`src/rtl/tt_um_seq_multiplier_hhrb98.sv`:
```
// Byte-serial shift-add multiplier for the Tiny Tapeout slot, one partial product per clock.
// Define SEQMUL_SIGNED_EN to build signed mode (uio_in[2] at start) and the SIGN fix-up state.
module tt_um_seq_multiplier_hhrb98 #(
  parameter int unsigned WIDTH = 8
) (
  input  logic       clk,
  input  logic       rst_n,
  input  logic       ena,
  input  logic [7:0] ui_in,
  input  logic [7:0] uio_in,
  output logic [7:0] uo_out,
  output logic [7:0] uio_out,
  output logic [7:0] uio_oe
);

  localparam int unsigned NBYTES = WIDTH / 8;
  localparam int unsigned PW     = 2 * WIDTH;
  localparam int unsigned NPROD  = 2 * NBYTES;
  localparam int unsigned PTRW   = (NPROD > 1) ? $clog2(NPROD) : 1;
  localparam int unsigned CNTW   = $clog2(WIDTH + 1);

`ifdef SEQMUL_SIGNED_EN
  typedef enum logic [1:0] {IDLE, BUSY, SIGN, DONE} state_t;
`else
  typedef enum logic [1:0] {IDLE, BUSY, DONE} state_t;
`endif

  state_t            state_q, state_d;
  logic [WIDTH-1:0]  a_q, a_d, b_q, b_d;
  logic [PW-1:0]     mcand_q, mcand_d;
  logic [WIDTH-1:0]  mplier_q, mplier_d;
  logic [PW-1:0]     acc_q, acc_d;
  logic [CNTW-1:0]   cnt_q, cnt_d;
  logic [PTRW-1:0]   rd_ptr_q, rd_ptr_d;
  logic [1:0]        cmd;
  logic              rd_adv;
  logic [WIDTH-1:0]  a_load, b_load;
  logic              unused_ok;

  assign cmd    = uio_in[1:0];
  assign rd_adv = uio_in[3];

`ifdef SEQMUL_SIGNED_EN
  logic sgn_q, sgn_d;
  logic start_signed;
  assign start_signed = uio_in[2];
  // Signed mode multiplies magnitudes; -2^(WIDTH-1) stays exact as an unsigned magnitude.
  assign a_load    = (start_signed && a_q[WIDTH-1]) ? -a_q : a_q;
  assign b_load    = (start_signed && b_q[WIDTH-1]) ? -b_q : b_q;
  assign unused_ok = &{1'b0, uio_in[7:4]};
`else
  assign a_load    = a_q;
  assign b_load    = b_q;
  assign unused_ok = &{1'b0, uio_in[7:4], uio_in[2]};
`endif

  always_ff @(posedge clk or negedge rst_n) begin
    if (!rst_n) begin
      state_q  <= IDLE;
      a_q      <= '0;
      b_q      <= '0;
      mcand_q  <= '0;
      mplier_q <= '0;
      acc_q    <= '0;
      cnt_q    <= '0;
      rd_ptr_q <= '0;
`ifdef SEQMUL_SIGNED_EN
      sgn_q    <= 1'b0;
`endif
    end else begin
      state_q  <= state_d;
      a_q      <= a_d;
      b_q      <= b_d;
      mcand_q  <= mcand_d;
      mplier_q <= mplier_d;
      acc_q    <= acc_d;
      cnt_q    <= cnt_d;
      rd_ptr_q <= rd_ptr_d;
`ifdef SEQMUL_SIGNED_EN
      sgn_q    <= sgn_d;
`endif
    end
  end

  always_comb begin
    state_d  = state_q;
    a_d      = a_q;
    b_d      = b_q;
    mcand_d  = mcand_q;
    mplier_d = mplier_q;
    acc_d    = acc_q;
    cnt_d    = cnt_q;
    rd_ptr_d = rd_ptr_q;
`ifdef SEQMUL_SIGNED_EN
    sgn_d    = sgn_q;
`endif
    if (ena) begin
      case (state_q)
        IDLE, DONE: begin
          if (rd_adv) begin
            rd_ptr_d = (rd_ptr_q == PTRW'(NPROD - 1)) ? '0 : rd_ptr_q + PTRW'(1);
          end
          case (cmd)
            2'b01: a_d = (a_q << 8) | WIDTH'(ui_in);
            2'b10: b_d = (b_q << 8) | WIDTH'(ui_in);
            2'b11: begin
`ifdef SEQMUL_SIGNED_EN
              sgn_d    = start_signed;
`endif
              mcand_d  = PW'(a_load);
              mplier_d = b_load;
              acc_d    = '0;
              cnt_d    = '0;
              rd_ptr_d = '0;
              state_d  = BUSY;
            end
            default: ;
          endcase
        end
        BUSY: begin
          // The edge that finds cnt==WIDTH only hands over, giving WIDTH+1 busy cycles.
          if (cnt_q == CNTW'(WIDTH)) begin
`ifdef SEQMUL_SIGNED_EN
            state_d = sgn_q ? SIGN : DONE;
`else
            state_d = DONE;
`endif
          end else begin
            if (mplier_q[0]) begin
              acc_d = acc_q + mcand_q;
            end
            mcand_d  = mcand_q << 1;
            mplier_d = mplier_q >> 1;
            cnt_d    = cnt_q + CNTW'(1);
          end
        end
`ifdef SEQMUL_SIGNED_EN
        SIGN: begin
          if (a_q[WIDTH-1] ^ b_q[WIDTH-1]) begin
            acc_d = -acc_q;
          end
          state_d = DONE;
        end
`endif
        default: state_d = IDLE;
      endcase
    end
  end

  always_comb begin
    uo_out = '0;
    for (int unsigned i = 0; i < NPROD; i++) begin
      if (rd_ptr_q == PTRW'(i)) begin
        uo_out = acc_q[8*i +: 8];
      end
    end
    uio_out = '0;
`ifdef SEQMUL_SIGNED_EN
    uio_out[7] = (state_q == BUSY) || (state_q == SIGN);
`else
    uio_out[7] = (state_q == BUSY);
`endif
    uio_out[6] = (state_q == DONE);
    uio_oe     = 8'b1100_0000;
  end

endmodule

```
`config.mk`:
```
export PLATFORM = sky130hd
export DESIGN_NAME = tt_um_seq_multiplier_hhrb98
export DESIGN_NICKNAME = d
export VERILOG_FILES = /design/src/rtl/tt_um_seq_multiplier_hhrb98.sv
export SDC_FILE = /design/constraint.sdc
export NUM_CORES = 1
export LEC_CHECK = 0
export ABC_AREA = 1
export CORE_ASPECT_RATIO = 0.6
export CORE_UTILIZATION = 50
export DETAILED_ROUTE_END_ITERATION = 10
export PLACE_DENSITY = 0.73
export SYNTH_ARGS = -nofsm -noshare
export SYNTH_HDL_FRONTEND = slang
export SYNTH_SLANG_ARGS = --single-unit
```
`constraint.sdc`:
```
create_clock -name clk -period 2.3 [get_ports clk]
set_input_delay 0.46 -clock clk [delete_from_list [all_inputs] [get_ports clk]]
set_output_delay 0.46 -clock clk [all_outputs]
set_load 0.05 [all_outputs]
```
## After elaboration in Yosys (flattened, before gate mapping)

Index checks and enable logic that the tools add are counted.

- Register bits: 63
- Input port bits: 19
- Output and inout port bits: 24

- $add $sub $neg: 3
- Eq/ne operators: 10
- Muxes and demuxes: 20
- Reduce and logical (&&, ||, !) cells: 10

Operators with widths:

| kind | number |
|---|---|
| 16-bit 2-to-1 mux | 5 |
| 16-bit one-hot mux with 2 select lines | 2 |
| 8-bit 2-to-1 mux | 3 |
| 16-bit adder | 1 |
| 8-bit one-hot mux with 2 select lines | 1 |
| 3-bit AND reduction | 4 |
| 4-bit 2-to-1 mux | 2 |
| 4-bit one-hot mux with 2 select lines | 1 |
| 2-bit == test (second input constant) | 3 |
| 2-bit by 1-bit != test with 1-bit output (second input constant) | 3 |
| 5-bit AND reduction | 1 |
| 4-bit by 1-bit adder with 4-bit output (second input constant) | 1 |
| 2-bit by 1-bit == test with 1-bit output (second input constant) | 2 |
| 4-bit == test (second input constant) | 1 |
| 2-bit 2-to-1 mux | 2 |
| 2-bit one-hot mux with 2 select lines | 1 |
| 4-bit AND reduction | 1 |
| 2-bit nonzero test | 2 |
| 1-bit 2-to-1 mux | 3 |
| 2-bit logical NOT | 1 |
| 2-bit != test (second input constant) | 1 |
| 2-bit OR reduction | 1 |
| 1-bit adder (second input constant) | 1 |

## Longest topological paths before layout

- Word-level depth: 4
- Depth in mapped cells: 11
- Mapped depth without buffers: 11

## Least setup slack after synthesis

Ideal clock, no wire load.

- Path type: flip-flop to output port
- From: reg rd_ptr_q
- To: out uo_out[6]
- Arrival: 1,815 ps
- Data required time: 1,840 ps
- Setup slack: 25 ps
- Stages on the path, launching flop included: 4
- Path through: dfrtp_1 clkbuf_1 clkbuf_1 o21ai_0

- Longest elaborated chain between the ends: 1

RTL lines:

| element | RTL line | RTL |
|---|---|---|
| start, declared | 34 | `logic [PTRW-1:0] rd_ptr_q, rd_ptr_d;` |
| start signal, assigned | 78 | `rd_ptr_q <= rd_ptr_d;` |
| 8-bit 2-to-1 mux | 153 | `if (rd_ptr_q == PTRW'(i)) begin` |
| end, declared | 11 | `output logic [7:0] uo_out,` |

No other way between the ends.

## Worst setup path after layout

- From: reg state_q[1]
- To: out uio_out[6]

- Longest elaborated chain between the ends: 1

RTL lines:

| element | RTL line | RTL |
|---|---|---|
| start, declared | 28 | `state_t state_q, state_d;` |
| start signal, assigned | 71 | `state_q <= state_d;` |
| 2-bit == test | 163 | `uio_out[6] = (state_q == DONE);` |
| end, declared | 12 | `output logic [7:0] uio_out,` |

No other way between the ends.

==> impl_results.rst <==
.. list-table::
   :header-rows: 1

   * - Metric
     - Value
   * - Remaining global-route overflow
     - 0
   * - Crit path buf inv count
     - 2
   * - Placed wire-length estimate
     - approximately 6.3 mm
   * - CTS tree
     - yes
   * - Vias after detailed routing
     - 3,100
   * - Number of gates on the worst path with buffers counted
     - 3
   * - H-Tree Depth
     - 3
   * - Run status
     - finished with violations
   * - Most frequent standard cell in the layout excluding fill and tap cells
     - sky130_fd_sc_hd__nand2_1
   * - Starting utilization of the core area
     - 0.530
   * - Busiest layer in global routing
     - met1
   * - Die boundary height
     - around 70 µm
   * - Total leakage power
     - ~0.0022 µW
   * - Crit Reg-Reg Startpoint
     - mcand_q[0]
   * - Total power divided by cell area
     - 1300 nW/µm²
   * - Syn Area/Cell
     - 7.59 µm²
   * - Area of the die
     - 7620 µm²
   * - Category of the critical setup timing path
     - flip-flop to output pin
   * - Number of buffers inserted for hold repair after clock tree synthesis
     - 0
   * - Top library cells by usage in the layout, fill and taps aside
     - 128 x sky130_fd_sc_hd__nand2_1, 72 x sky130_fd_sc_hd__inv_1, 63 x sky130_fd_sc_hd__dfrtp_1, 44 x sky130_fd_sc_hd__nor2_1, 32 x sky130_fd_sc_hd__o21ai_0
   * - Delay contributed by the slowest stage of the critical path
     - 810 ps
   * - Cells after synthesis
     - 478
   * - Total of warnings raised by yosys
     - 0
   * - Number of sinks handled by clock tree synthesis
     - 63
   * - Internal power of the cells
     - 3130 µW
   * - Total global routing track utilization
     - 0.252
   * - Final Slew Violations
     - 0
   * - Quantity of gates resized following cts
     - 0
   * - Final RePlAce weighted congestion
     - 0.914
   * - Final net count
     - 545
   * - Nature of the critical path endpoint
     - output pin
   * - Clock root buffer master
     - sky130_fd_sc_hd__clkbuf_16
   * - Total count of hold-check failures in the final report
     - 0
   * - Asr flop ratio synth
     - 1.00
   * - Synthesis-to-layout area growth
     - 15.1%
   * - Slowest library cell on the worst path
     - sky130_fd_sc_hd__clkdlybuf4s50_1
   * - IR Drop Worst-Case VDD
     - 0.000860 V
   * - Clock latency at the later pin of the worst-skew pair
     - between 300 and 400 ps
   * - Number of port buffers
     - 23
   * - Post-detailed-routing wire length
     - 8.45 mm
   * - Met2 Resource Use GR
     - 0.361
   * - Synthesized area
     - 3630 µm²
   * - CORE AREA
     - around 6800 µm²
   * - Share of the synthesized area in the top cell type
     - 0.434
   * - Worst R2R Setup Slack
     - 400 ps
   * - Number of violations reported at the end of detailed-routing iteration 0
     - 289
   * - Largest net degree at the start of global routing
     - 64
   * - Worst path top cell family by delay
     - buffers and inverters
   * - Main synth FF type
     - sky130_fd_sc_hd__dfrtp_1
   * - Final setup skew
     - 3.36 ps
   * - Number of antenna violations at the first check in global routing
     - 0
   * - Number of register bits inferred by synthesis
     - 63
   * - Data required time at the worst endpoint
     - ~1800 ps
   * - Clock transition at the registers of the reported paths
     - 50 ps
   * - Most area-consuming cells after synthesis
     - sky130_fd_sc_hd__dfrtp_1 43%, sky130_fd_sc_hd__nand2_1 13%, sky130_fd_sc_hd__inv_1 7.4%, sky130_fd_sc_hd__ha_1 5.9%, sky130_fd_sc_hd__nor2_1 4.6%
   * - Final Setup Violations
     - 0
   * - R2r endpoint
     - acc_q[12]
   * - Transition time of the tightest slew-check pin
     - between 500 and 600 ps
   * - Critical Path Source Type
     - flip-flop
   * - Portion of total power attributed to combinational logic
     - 0.418
   * - Share of final-layout standard cells stronger than drive strength 1
     - 0.0879
   * - Max-cap violations
     - 0
   * - M3 GR Usage
     - 0.0620
   * - Cell variety after synth
     - 31
   * - Worst Setup Slack, final
     - ~95 ps
   * - Antenna cells
     - 0
   * - NetSw
     - between 2000 and 2500 µW
   * - Final critical-path required period
     - 2200 ps
   * - Register share of total power
     - 0.342
   * - Crit path arrival time
     - ~1700 ps
   * - Sequential fraction of the synthesis area
     - 0.434
   * - Number of filler instances in the final layout
     - 591
   * - Sum Neg Setup Slack
     - 0 ps
   * - Worst hold margin
     - 129 ps
   * - Switching Fraction
     - 0.425
   * - Depth of the worst register-to-register path
     - 11
   * - Vias in the first global route
     - approximately 3,000
   * - Number of vias per cell after detailed routing
     - 5.18
   * - Global routing usage on met1
     - 0.379
   * - Detailed-route wire length per cell
     - 14.1 µm
   * - Count of unresolved DRC violations after routing
     - 2
   * - Number of nets with antenna violations after detailed routing
     - 0
   * - Max-slew headroom
     - 0.620
   * - Final worst path period share
     - 0.959
   * - Wire length of the first global-routing pass
     - 14.5 mm
   * - Post-route design area
     - about 4200 µm²
   * - Max Fclk
     - 454 MHz
   * - Setup repair after global routing missed its margin
     - false
   * - DRT Pass-1 Iters
     - 10
   * - Clock group share of total power
     - 0.240
   * - Count of buffers added by post-CTS timing repair for setup
     - 0
   * - Buffers from clock root to sink, at most
     - 2
   * - Utilization after layout
     - 0.610
   * - Die Width
     - between 100 and 150 µm
   * - Max FO, Critical Path
     - 2
   * - Largest area contributor in the synthesized netlist
     - sky130_fd_sc_hd__dfrtp_1
   * - I/O Pins
     - 43
   * - Area of placed instances
     - between 3000 and 4000 µm²
   * - Number of flops mapped to enable cells by yosys
     - 0
   * - Dpl ws
     - 87.4 ps
   * - Path type of the worst min-delay path
     - input port to asynchronous set/reset pin
   * - Clock buffers created by TritonCTS
     - 9
   * - Violations in the final reports
     - DRC
   * - Number of core rows
     - 23
   * - Crit path cell chain
     - inv_1 > nor2_1 > clkdlybuf4s50_1
[per-stage QoR]
stage	total power, µW	instances
5_1_grt	5850	599
4_1_cts	5420	599
6_report	5440	599
3_3_place_gp	4000	584
3_5_place_dp	4090	584
2_1_floorplan	3490	490
[registers in the layout, indices dropped and copies added (netlist names)]
signal and count:
a_load 8, mplier_q 8, rd_ptr_q 1, cnt_q 4
acc_q 16, b_load 8, mcand_q 16, state_q 2
[routing by layer]
layer | routed length, µm | vias to the layer above | share of wire
met3 | 558 | 9 | 0.066
met5 | 0 | - | 0
met1 | 4490 | 1440 | 0.53
li1 | - | 1555 | -
met4 | 73 | 0 | 0.0086
met2 | 3330 | 96 | 0.39
[worst max-delay path by stage]
stage | from | to | slack [ps]
floorplan | rd_ptr_q | uo_out[6] | 30
global placement | uio_in[1] | mcand_q[5] | 150
detailed placement | uio_in[1] | mplier_q[5] | 90
CTS | state_q[1] | uio_out[6] | 90
global route | state_q[1] | uio_out[6] | 50
finish | state_q[1] | uio_out[6] | 100
[cells in the mapped netlist, types with 4 or more instances]
cell type                  number
sky130_fd_sc_hd__clkbuf_1       4
sky130_fd_sc_hd__nor2_1        44
sky130_fd_sc_hd__inv_1         72
sky130_fd_sc_hd__buf_4         18
sky130_fd_sc_hd__dfrtp_1       63
sky130_fd_sc_hd__ha_1          17
sky130_fd_sc_hd__a21oi_1       11
sky130_fd_sc_hd__nor3_1         4
sky130_fd_sc_hd__o22ai_1       24
sky130_fd_sc_hd__nand2_1      128
sky130_fd_sc_hd__nand3_1       26
sky130_fd_sc_hd__o21ai_0       32
[final cells by class]
cell class	instances	area, µm²	share of cell area
Multi-Input combinational cell	326	1650	0.394
Sequential cell	63	1580	0.377
Inverter	77	292	0.0698
Timing Repair Buffer	31	275	0.0659
Clock buffer	11	233	0.0557
Tap cell	87	109	0.0260
Clock inverter	4	47.5	0.0114
[power groups by stage]
stage	Clock (µW)	Combinational [µW]	Sequential [µW]
finish	1300	2270	1860
global route	1370	2560	1910
CTS	1320	2250	1850
detailed placement	0	2230	1860
global placement	0	2150	1850
floorplan	0	1760	1730
[logic make-up (layout without fill, tap and decap cells)]
group | after synthesis | count (layout) | share of synthesized area
XOR/XNOR | 5 | 5 | 0.0121
AND/OR/NAND/NOR | 215 | 215 | 0.249
adder cells (fa/ha/maj) | 18 | 18 | 0.0641
AO/OA/AOI/OAI | 74 | 74 | 0.114
other | 2 | 14 | 0.00207
buffers and inverters | 101 | 123 | 0.124
flip-flops | 63 | 63 | 0.434
[worst register-to-register path, delay by kind of cell (launching register included)]
| family | cells | cell delay (ps) |
|---|---|---|
| AND/OR/NAND/NOR | 7 | 640 |
| adder cells (fa/ha/maj) | 2 | 620 |
| flip-flops | 1 | 370 |
| buffers and inverters | 2 | 160 |
Note: power is estimated with default switching activity, not from simulation.
